===== config.mk =====
export PLATFORM = sky130hd
export DESIGN_NAME = exe_md_stage
export DESIGN_NICKNAME = d
export VERILOG_FILES = /design/src/rtl/exe_md_stage.sv
export SDC_FILE = /design/constraint.sdc
export NUM_CORES = 2
export LEC_CHECK = 0
export CORE_MARGIN = 3
export CORE_UTILIZATION = 43
export DETAILED_ROUTE_END_ITERATION = 6
export GPL_ROUTABILITY_DRIVEN = 0
export HOLD_SLACK_MARGIN = 0.06
export PLACE_DENSITY = 0.62
export SYNTH_ARGS = -nofsm -noshare
export SYNTH_HDL_FRONTEND = slang
export SYNTH_SLANG_ARGS = --single-unit

===== constraint.sdc =====
create_clock -name clk -period 12.4 [get_ports clk]
set_input_delay 1.24 -clock clk [delete_from_list [all_inputs] [get_ports clk]]
set_output_delay 1.24 -clock clk [all_outputs]
set_load 0.02 [all_outputs]

===== src/rtl/exe_md_stage.sv =====
// Execute-stage multiply/divide unit with valid/allowin handshake and HI/LO results.
// Define EXE_MD_DIV_EN to build the restoring radix-2 divider. Without it, div/divu retire in one cycle with no HI/LO write.
module exe_md_stage #(
  parameter int DATA_W  = 32,
  parameter int TAG_W   = 64,
  parameter int MUL_LAT = 2
) (
  input  logic              clk,
  input  logic              rst,
  input  logic              wb_ClrStpJmp_in,
  input  logic              id_valid_in,
  output logic              exe_allowin_out,
  input  logic              mem_allowin_in,
  output logic              exe_valid_out,
  input  logic [2:0]        id_md_op_in,
  input  logic [DATA_W-1:0] id_src0_in,
  input  logic [DATA_W-1:0] id_src1_in,
  input  logic [TAG_W-1:0]  id_tag_in,
  output logic [TAG_W-1:0]  exe_tag_out,
  output logic [DATA_W-1:0] exe_hi_out,
  output logic [DATA_W-1:0] exe_lo_out,
  output logic              exe_hilo_we_out,
  output logic              exe_busy_out
);

  localparam int CNT_W = $clog2(DATA_W);
  localparam logic [2:0] OP_MULT  = 3'd1;
  localparam logic [2:0] OP_MULTU = 3'd2;
`ifdef EXE_MD_DIV_EN
  localparam logic [2:0] OP_DIV   = 3'd3;
  localparam logic [2:0] OP_DIVU  = 3'd4;
`endif

  typedef enum logic [1:0] {S_IDLE, S_MUL, S_DIV, S_DONE} state_e;

  state_e             state_q, state_d;
  logic [CNT_W-1:0]   cnt_q, cnt_d;
  logic               valid_r, capture, ready, hilo_en;
  logic [2:0]         op_r;
  logic [TAG_W-1:0]   tag_r;
  logic [DATA_W-1:0]  src0_r, src1_r;
  logic               in_mul, mul_sgn;
  logic signed [2*DATA_W-1:0] mul_a, mul_b, mul_prod;

  function automatic logic [DATA_W-1:0] abs_val(input logic [DATA_W-1:0] v, input logic sgn);
    return (sgn && v[DATA_W-1]) ? -v : v;
  endfunction

  function automatic logic [DATA_W-1:0] apply_sign(input logic [DATA_W-1:0] v, input logic neg);
    return neg ? -v : v;
  endfunction

  assign ready           = (state_q == S_DONE);
  assign exe_valid_out   = valid_r && ready;
  assign exe_allowin_out = !valid_r || (ready && mem_allowin_in);
  assign capture         = exe_allowin_out && id_valid_in && !wb_ClrStpJmp_in;
  assign exe_busy_out    = (state_q == S_MUL) || (state_q == S_DIV);
  assign exe_hilo_we_out = exe_valid_out && hilo_en;
  assign exe_tag_out     = tag_r;
  assign in_mul          = (id_md_op_in == OP_MULT) || (id_md_op_in == OP_MULTU);

  always_comb begin
    state_d = state_q;
    cnt_d   = cnt_q;
    case (state_q)
      S_MUL, S_DIV: begin
        if (cnt_q == '0) state_d = S_DONE;
        else             cnt_d   = cnt_q - CNT_W'(1);
      end
      S_DONE:  if (mem_allowin_in) state_d = S_IDLE;
      default: ;
    endcase
    if (capture) begin
      state_d = S_DONE;
      if (in_mul && MUL_LAT > 1) begin
        state_d = S_MUL;
        cnt_d   = CNT_W'(MUL_LAT - 2);
      end
`ifdef EXE_MD_DIV_EN
      // A zero divisor skips the iteration and retires with the fixed result.
      else if ((id_md_op_in == OP_DIV || id_md_op_in == OP_DIVU) && id_src1_in != '0) begin
        state_d = S_DIV;
        cnt_d   = CNT_W'(DATA_W - 1);
      end
`endif
    end
    if (wb_ClrStpJmp_in) state_d = S_IDLE;
  end

  always_ff @(posedge clk) begin
    if (rst) begin
      state_q <= S_IDLE;
      cnt_q   <= '0;
      valid_r <= 1'b0;
      op_r    <= '0;
      tag_r   <= '0;
    end else begin
      state_q <= state_d;
      cnt_q   <= cnt_d;
      if (wb_ClrStpJmp_in)                    valid_r <= 1'b0;
      else if (capture)                       valid_r <= 1'b1;
      else if (exe_valid_out && mem_allowin_in) valid_r <= 1'b0;
      if (capture) begin
        op_r  <= id_md_op_in;
        tag_r <= id_tag_in;
      end
    end
  end

  // ---- p0: operand capture ----
  always_ff @(posedge clk) begin
    if (capture) begin
      src0_r <= id_src0_in;
      src1_r <= id_src1_in;
    end
  end

  // ---- p1: multiply, held across the MUL_LAT window ----
  assign mul_sgn  = (op_r == OP_MULT);
  assign mul_a    = {{DATA_W{mul_sgn & src0_r[DATA_W-1]}}, src0_r};
  assign mul_b    = {{DATA_W{mul_sgn & src1_r[DATA_W-1]}}, src1_r};
  assign mul_prod = mul_a * mul_b;

`ifdef EXE_MD_DIV_EN
  // ---- p1: restoring divide on magnitudes, signs restored at the output ----
  logic [DATA_W-1:0] quo_r, rem_r, dvs_r;
  logic              neg_q_r, neg_r_r, div_sgn_in;
  logic [DATA_W:0]   rem_shift, rem_trial;

  assign div_sgn_in = (id_md_op_in == OP_DIV);
  assign rem_shift  = {rem_r, quo_r[DATA_W-1]};
  assign rem_trial  = rem_shift - {1'b0, dvs_r};

  always_ff @(posedge clk) begin
    if (capture) begin
      quo_r   <= abs_val(id_src0_in, div_sgn_in);
      dvs_r   <= abs_val(id_src1_in, div_sgn_in);
      rem_r   <= '0;
      neg_q_r <= div_sgn_in & (id_src0_in[DATA_W-1] ^ id_src1_in[DATA_W-1]);
      neg_r_r <= div_sgn_in & id_src0_in[DATA_W-1];
    end else if (state_q == S_DIV) begin
      rem_r <= rem_trial[DATA_W] ? rem_shift[DATA_W-1:0] : rem_trial[DATA_W-1:0];
      quo_r <= {quo_r[DATA_W-2:0], ~rem_trial[DATA_W]};
    end
  end
`endif

  // ---- p2: HI/LO result select ----
  always_comb begin
    exe_hi_out = '0;
    exe_lo_out = '0;
    hilo_en    = 1'b0;
    case (op_r)
      OP_MULT, OP_MULTU: begin
        {exe_hi_out, exe_lo_out} = mul_prod;
        hilo_en = 1'b1;
      end
`ifdef EXE_MD_DIV_EN
      OP_DIV, OP_DIVU: begin
        hilo_en = 1'b1;
        if (src1_r == '0) begin
          exe_hi_out = src0_r;
          exe_lo_out = '1;
        end else begin
          exe_hi_out = apply_sign(rem_r, neg_r_r);
          exe_lo_out = apply_sign(quo_r, neg_q_r);
        end
      end
`endif
      default: ;
    endcase
  end

endmodule


== After elaboration in Yosys (flattened, before gate mapping) ==
Cells that the tools add are included.

* Flip-flop bits (word level): 139
* Output and inout bits: 132
* Logic and storage cells: 52

* Add/subtract/negate cells: 1
* $mul: 1
* Equal/unequal tests: 9
* Mux-type cells: 14
* Bitwise operators: 2
* Reduce and logical (&&, ||, !) cells: 18

{| class="wikitable"
|+ Operators by type and width
! kind !! number
|-
| $mul 33x33->64 || 1
|-
| $mux 32 || 2
|-
| $mux 5 || 4
|-
| $mux 2 || 4
|-
| $eq 3x1->1 const B || 2
|-
| $eq 3x2->1 const B || 2
|-
| $logic_and 1x1->1 || 6
|-
| $ne 3x3->1 const B || 2
|-
| $reduce_or 2->1 || 3
|-
| $logic_not 5->1 || 1
|-
| $sub 5x1->5 const B || 1
|-
| $eq 2x2->1 const B || 2
|-
| $pmux 2 s2 || 1
|-
| $logic_or 1x1->1 || 3
|-
| $mux 1 || 3
|-
| $reduce_and 3->1 || 1
|-
| $reduce_bool 3->1 || 1
|-
| $and 1x1->1 || 2
|-
| $eq 2x1->1 const B || 1
|-
| $logic_not 1->1 || 2
|-
| $reduce_bool 2->1 || 1
|}

== Longest topological paths before layout ==
* Depth after elaboration: 7
* Mapped depth: 31

== Worst setup path after synthesis ==
OpenSTA, ideal clock, no wires.

* Kind: register to output
* From: register op_r[0]
* To: output port exe_hi_out[31]
* Arrival time: 8.439 ns
* Data required time: 11.160 ns
* Setup slack: 2.721 ns
* Stages on the path, launching flop included: 31
* Buffers on the path: 1
* Cell sequence: dfxtp_1 -> nor3b_1 -> and2_1 -> clkbuf_1 -> nand2_1 -> inv_1 -> fa_1 -> inv_1 -> fa_1 -> inv_1 -> fa_1 -> fa_1 -> inv_1 -> fa_1 -> inv_1 -> fa_1 -> inv_1 -> fa_1 -> fa_1 -> inv_1 -> ha_1 -> a21o_1 -> a21o_1 -> a21oi_1 -> o21ai_0 -> a21oi_1 -> o21ai_1 -> o41ai_4 -> a21oi_2 -> a221oi_2 -> mux2i_1

* Cells in the longest elaborated chain, start to end: 4

{| class="wikitable"
|+ Ends and longest elaborated chain
! item !! line !! text
|-
| start, declared || 39 || <nowiki>logic [2:0] op_r;</nowiki>
|-
| start signal, assigned || 104 || <nowiki>op_r <= id_md_op_in;</nowiki>
|-
| $eq 3x1->1 || 119, 153 ||
|-
| $and 1x1->1 (on tied branches) || 120, 121 ||
|-
| $mul 33x33->64 || 122 || <nowiki>assign mul_prod = mul_a * mul_b;</nowiki>
|-
| $mux 32 (*) || 153 || <nowiki>case (op_r)</nowiki>
|-
| end, declared || 20 || <nowiki>output logic [DATA_W-1:0] exe_hi_out,</nowiki>
|}

Mark *: on every way between the ends. The rest lies on a longest branch, timed or not.

== Final worst setup path ==
* From: register op_r[2]
* To: output port exe_hi_out[23]

The elaborated chain is that of the path after synthesis.

==> flow_summary_export.csv <==
group,metric,value,unit
die,die_area,104000,sq um
clock_tree,root_buffer,"clkbuf_16",
worst_setup_path,cp_max_fo,21,
job,cap_violations,0,
worst_setup_path,critPathLaunch,"op_r[2]",
die,die_h,322,um
timing,finClkSkew,32.7,ps
final_layout,nFillCells,9359,
timing,finalMaxSlewViolations,0,
timing,setup_viol,0,
run_status,outcome,"finished, violations left",
grt,grt_start_max_net_pins,88,
timing,rsz0062_at_grt,"no",
grt,grt_remaining_overflow,0,
worst_setup_path,arrival,10660,ps
logic_synthesis,async_flop_share,0,%
final_layout,diodes,0,
timing,slew_headroom,25.3,%
final_layout,multiInputGateArea,34200,sq um
placed_design,port_buffers,267,
final_layout,fin_nets,6300,
worst_hold_path,min_path_type,"reg -> reg",
worst_hold_path,min_from,"cnt_q[4]",
logic_synthesis,synth_cells,4695,
final_layout,drive_above_1_share,3.29,%
timing,hold_viol,0,
die,dieWidth,322,um
routing,antenna_left,0,
clock_tree,cts_buffers,17,
clock_tree,cts.sinks,139,
die,core,98600,sq um
clock_tree,htree_levels,4,
logic_synthesis,synth_edf_count,64,
routing,vias,31500,
timing,fin_crit_sh,96.0,%
timing,tightest_slew,1120,ps
final_layout,area_delta_synth_final,10.9,%
clock_tree,tritoncts,"done",
grt,grt_pass1_vias,33900,
logic_synthesis,synth_nets,6170,
die,start_util,43.5,%
run_status,violations,"DRC",
timing,finalSetupTns,0,ps
logic_synthesis,syn_area_per_cell,9.13,sq um
final_layout,utilization,48.2,%
routing,wl_per_cell,20.1,um
logic_synthesis,synth_seq_cells,139,
clock_tree,clock_tree.buffer_depth,2,
worst_setup_path,cp.required,11160,ps
routing,dr_wl_met2,64900,um
worst_setup_path,endpoint_kind,"output pin",
logic_synthesis,yosysSeqAreaShare,7.99,%
logic_synthesis,syn_area,42900,sq um
die,pin_count,268,
logic_synthesis,synth_top_flop_cell,"dfxtp_1",
worst_setup_path,r2r_start,"state_q[0]",
routing,avgViaCountPerCell,5.14,
logic_synthesis,synth_warnings,0,
grt,grt_use_total,24.8,%
clock_tree,clock_latency,490,ps
logic_synthesis,synthDistinctLibCells,68,
worst_setup_path,start_kind,"flip-flop",
clock_tree,post_cts_buffers,0,
routing,drc,1,
clock_tree,postCtsHoldBufs,0,
timing,finalCriticalPeriod,11900,ps
timing,fmax,84.0,MHz
clock_tree,path_clk_slew,100,ps
routing,met3_length,6870,um
worst_setup_path,crit_type,"reg -> out",
routing,maxUsedRoutingLayer,"met4",
placed_design,post-dp-hpwl,102000,um
grt,antenna_found_initial,4,
die,num_rows,115,
routing,met1_length,47100,um
clock_tree,cts_resized,0,
routing,drtIter0Drc,1942,
routing,drt_wl_total,123000,um
final_layout,seq_area,3420,sq um
grt,grt_pass1_wl,195000,um
routing,dr.pass1.iters,7,
routing by layer:
| layer | vias to the layer above | track usage, % |
|---|---|---|
| met2 | 968 | 44.6 |
| met3 | 197 | 3.47 |
| met4 | 0 | 8.76 |
| met1 | 16500 | 30.4 |
| met5 | - | 0 |
| li1 | 13800 | - |
sequential cells by signal, indices dropped and copies added (netlist names):
register,cells
cnt_q,5
exe_tag_out,64
op_r,3
src0_r,32
src1_r,32
state_q,2
valid_r,1
logic make-up (layout without fill, tap and decap cells):
logic type	count (synthesis)	count (layout)	share of synthesized area, %
compound gates	279	279	4.15
xor+xnor	66	66	1.35
fa+ha+maj	1339	1339	58.8
buf+inv	1402	1545	12.3
flops	139	139	7.99
mux	4	4	0.0963
simple gates	1466	1466	15.3
through the flow:
| step | setup slack [ps] | std cells | cell area [sq um] | hold slack (ps) |
|---|---|---|---|---|
| 3_5_place_dp | 1120 | 6093 | 46900 | 436 |
| 5_1_grt | 3.37 | 6125 | 47500 | 471 |
| 4_1_cts | 524 | 6125 | 47500 | 452 |
| 6_report | 497 | 6125 | 47500 | 452 |
| 2_1_floorplan | 2720 | 4695 | 42900 | 423 |
| 3_3_place_gp | 1280 | 6093 | 46900 | 432 |
placed cells by master, fill, tap and decap left out, types with 6 or more instances in the layout:
cell                n
dfxtp_1            75
nor3_1             21
fa_1             1125
or2_2              12
o21a_1             10
a21oi_1           130
o21ai_0            36
and2_1            299
nor2_1            104
xor2_1             20
clkbuf_16          17
o211ai_1            6
a211oi_1            7
clkdlybuf4s50_1   266
nand2_1           938
xnor2_1            46
o21bai_1            8
nand3_1            10
and3_1             29
buf_4              87
ha_1              214
a21o_1             36
edfxtp_1           64
inv_1            1156
nand4_1            14
nand2b_1            7
o31ai_1             6
area by class of cell:
class	count	share of cell area (%)
repair buffers	356	7.07
flip-flops and latches	139	7.20
multi-input cells	3154	71.9
clock buffers	17	0.895
well taps	1287	3.39
inverters	1157	9.15
clock inverters	15	0.397
worst paths after layout:
kind / to / slack [ps] / cells after the start
setup / recovery: exe_hi_out[23] / 500 / 25
hold / removal: cnt_q[4] / 450 / 2
setup reg to reg: src0_r[9] / 9350 / 7
hold reg to reg: cnt_q[4] / 450 / 2
cells in the mapped netlist, types with 21 or more instances:
library cell / number / area [sq um]
nor3_1: 21 / 105
clkbuf_1: 238 / 893
and3_1: 29 / 181
inv_1: 1156 / 4340
o21ai_0: 36 / 180
ha_1: 214 / 2680
xnor2_1: 46 / 403
dfxtp_1: 75 / 1500
nor2_1: 105 / 394
a21o_1: 36 / 270
and2_1: 299 / 1870
edfxtp_1: 64 / 1920
fa_1: 1125 / 22500
nand2_1: 938 / 3520
a21oi_1: 130 / 651
worst max-delay path, stage by stage, from the launching register on:
cell and delay, ps:
dfxtp_1 370, nor3b_2 200, buf_4 300, and2_1 570
nand2_1 190, inv_1 170, fa_1 480, fa_1 620
fa_1 520, inv_1 440, fa_1 530, fa_1 500
fa_1 570, fa_1 430, fa_1 490, inv_1 40
ha_1 360, and2_1 190, nand4_1 180, a2111oi_1 1020
o21ai_0 210, nand2b_1 190, a21oi_1 110, nand3b_1 170
a2111oi_1 570, clkdlybuf4s50_1 730
Power is not shown: default switching activity piles up to over one toggle a cycle in this logic, so the estimate is an artifact.
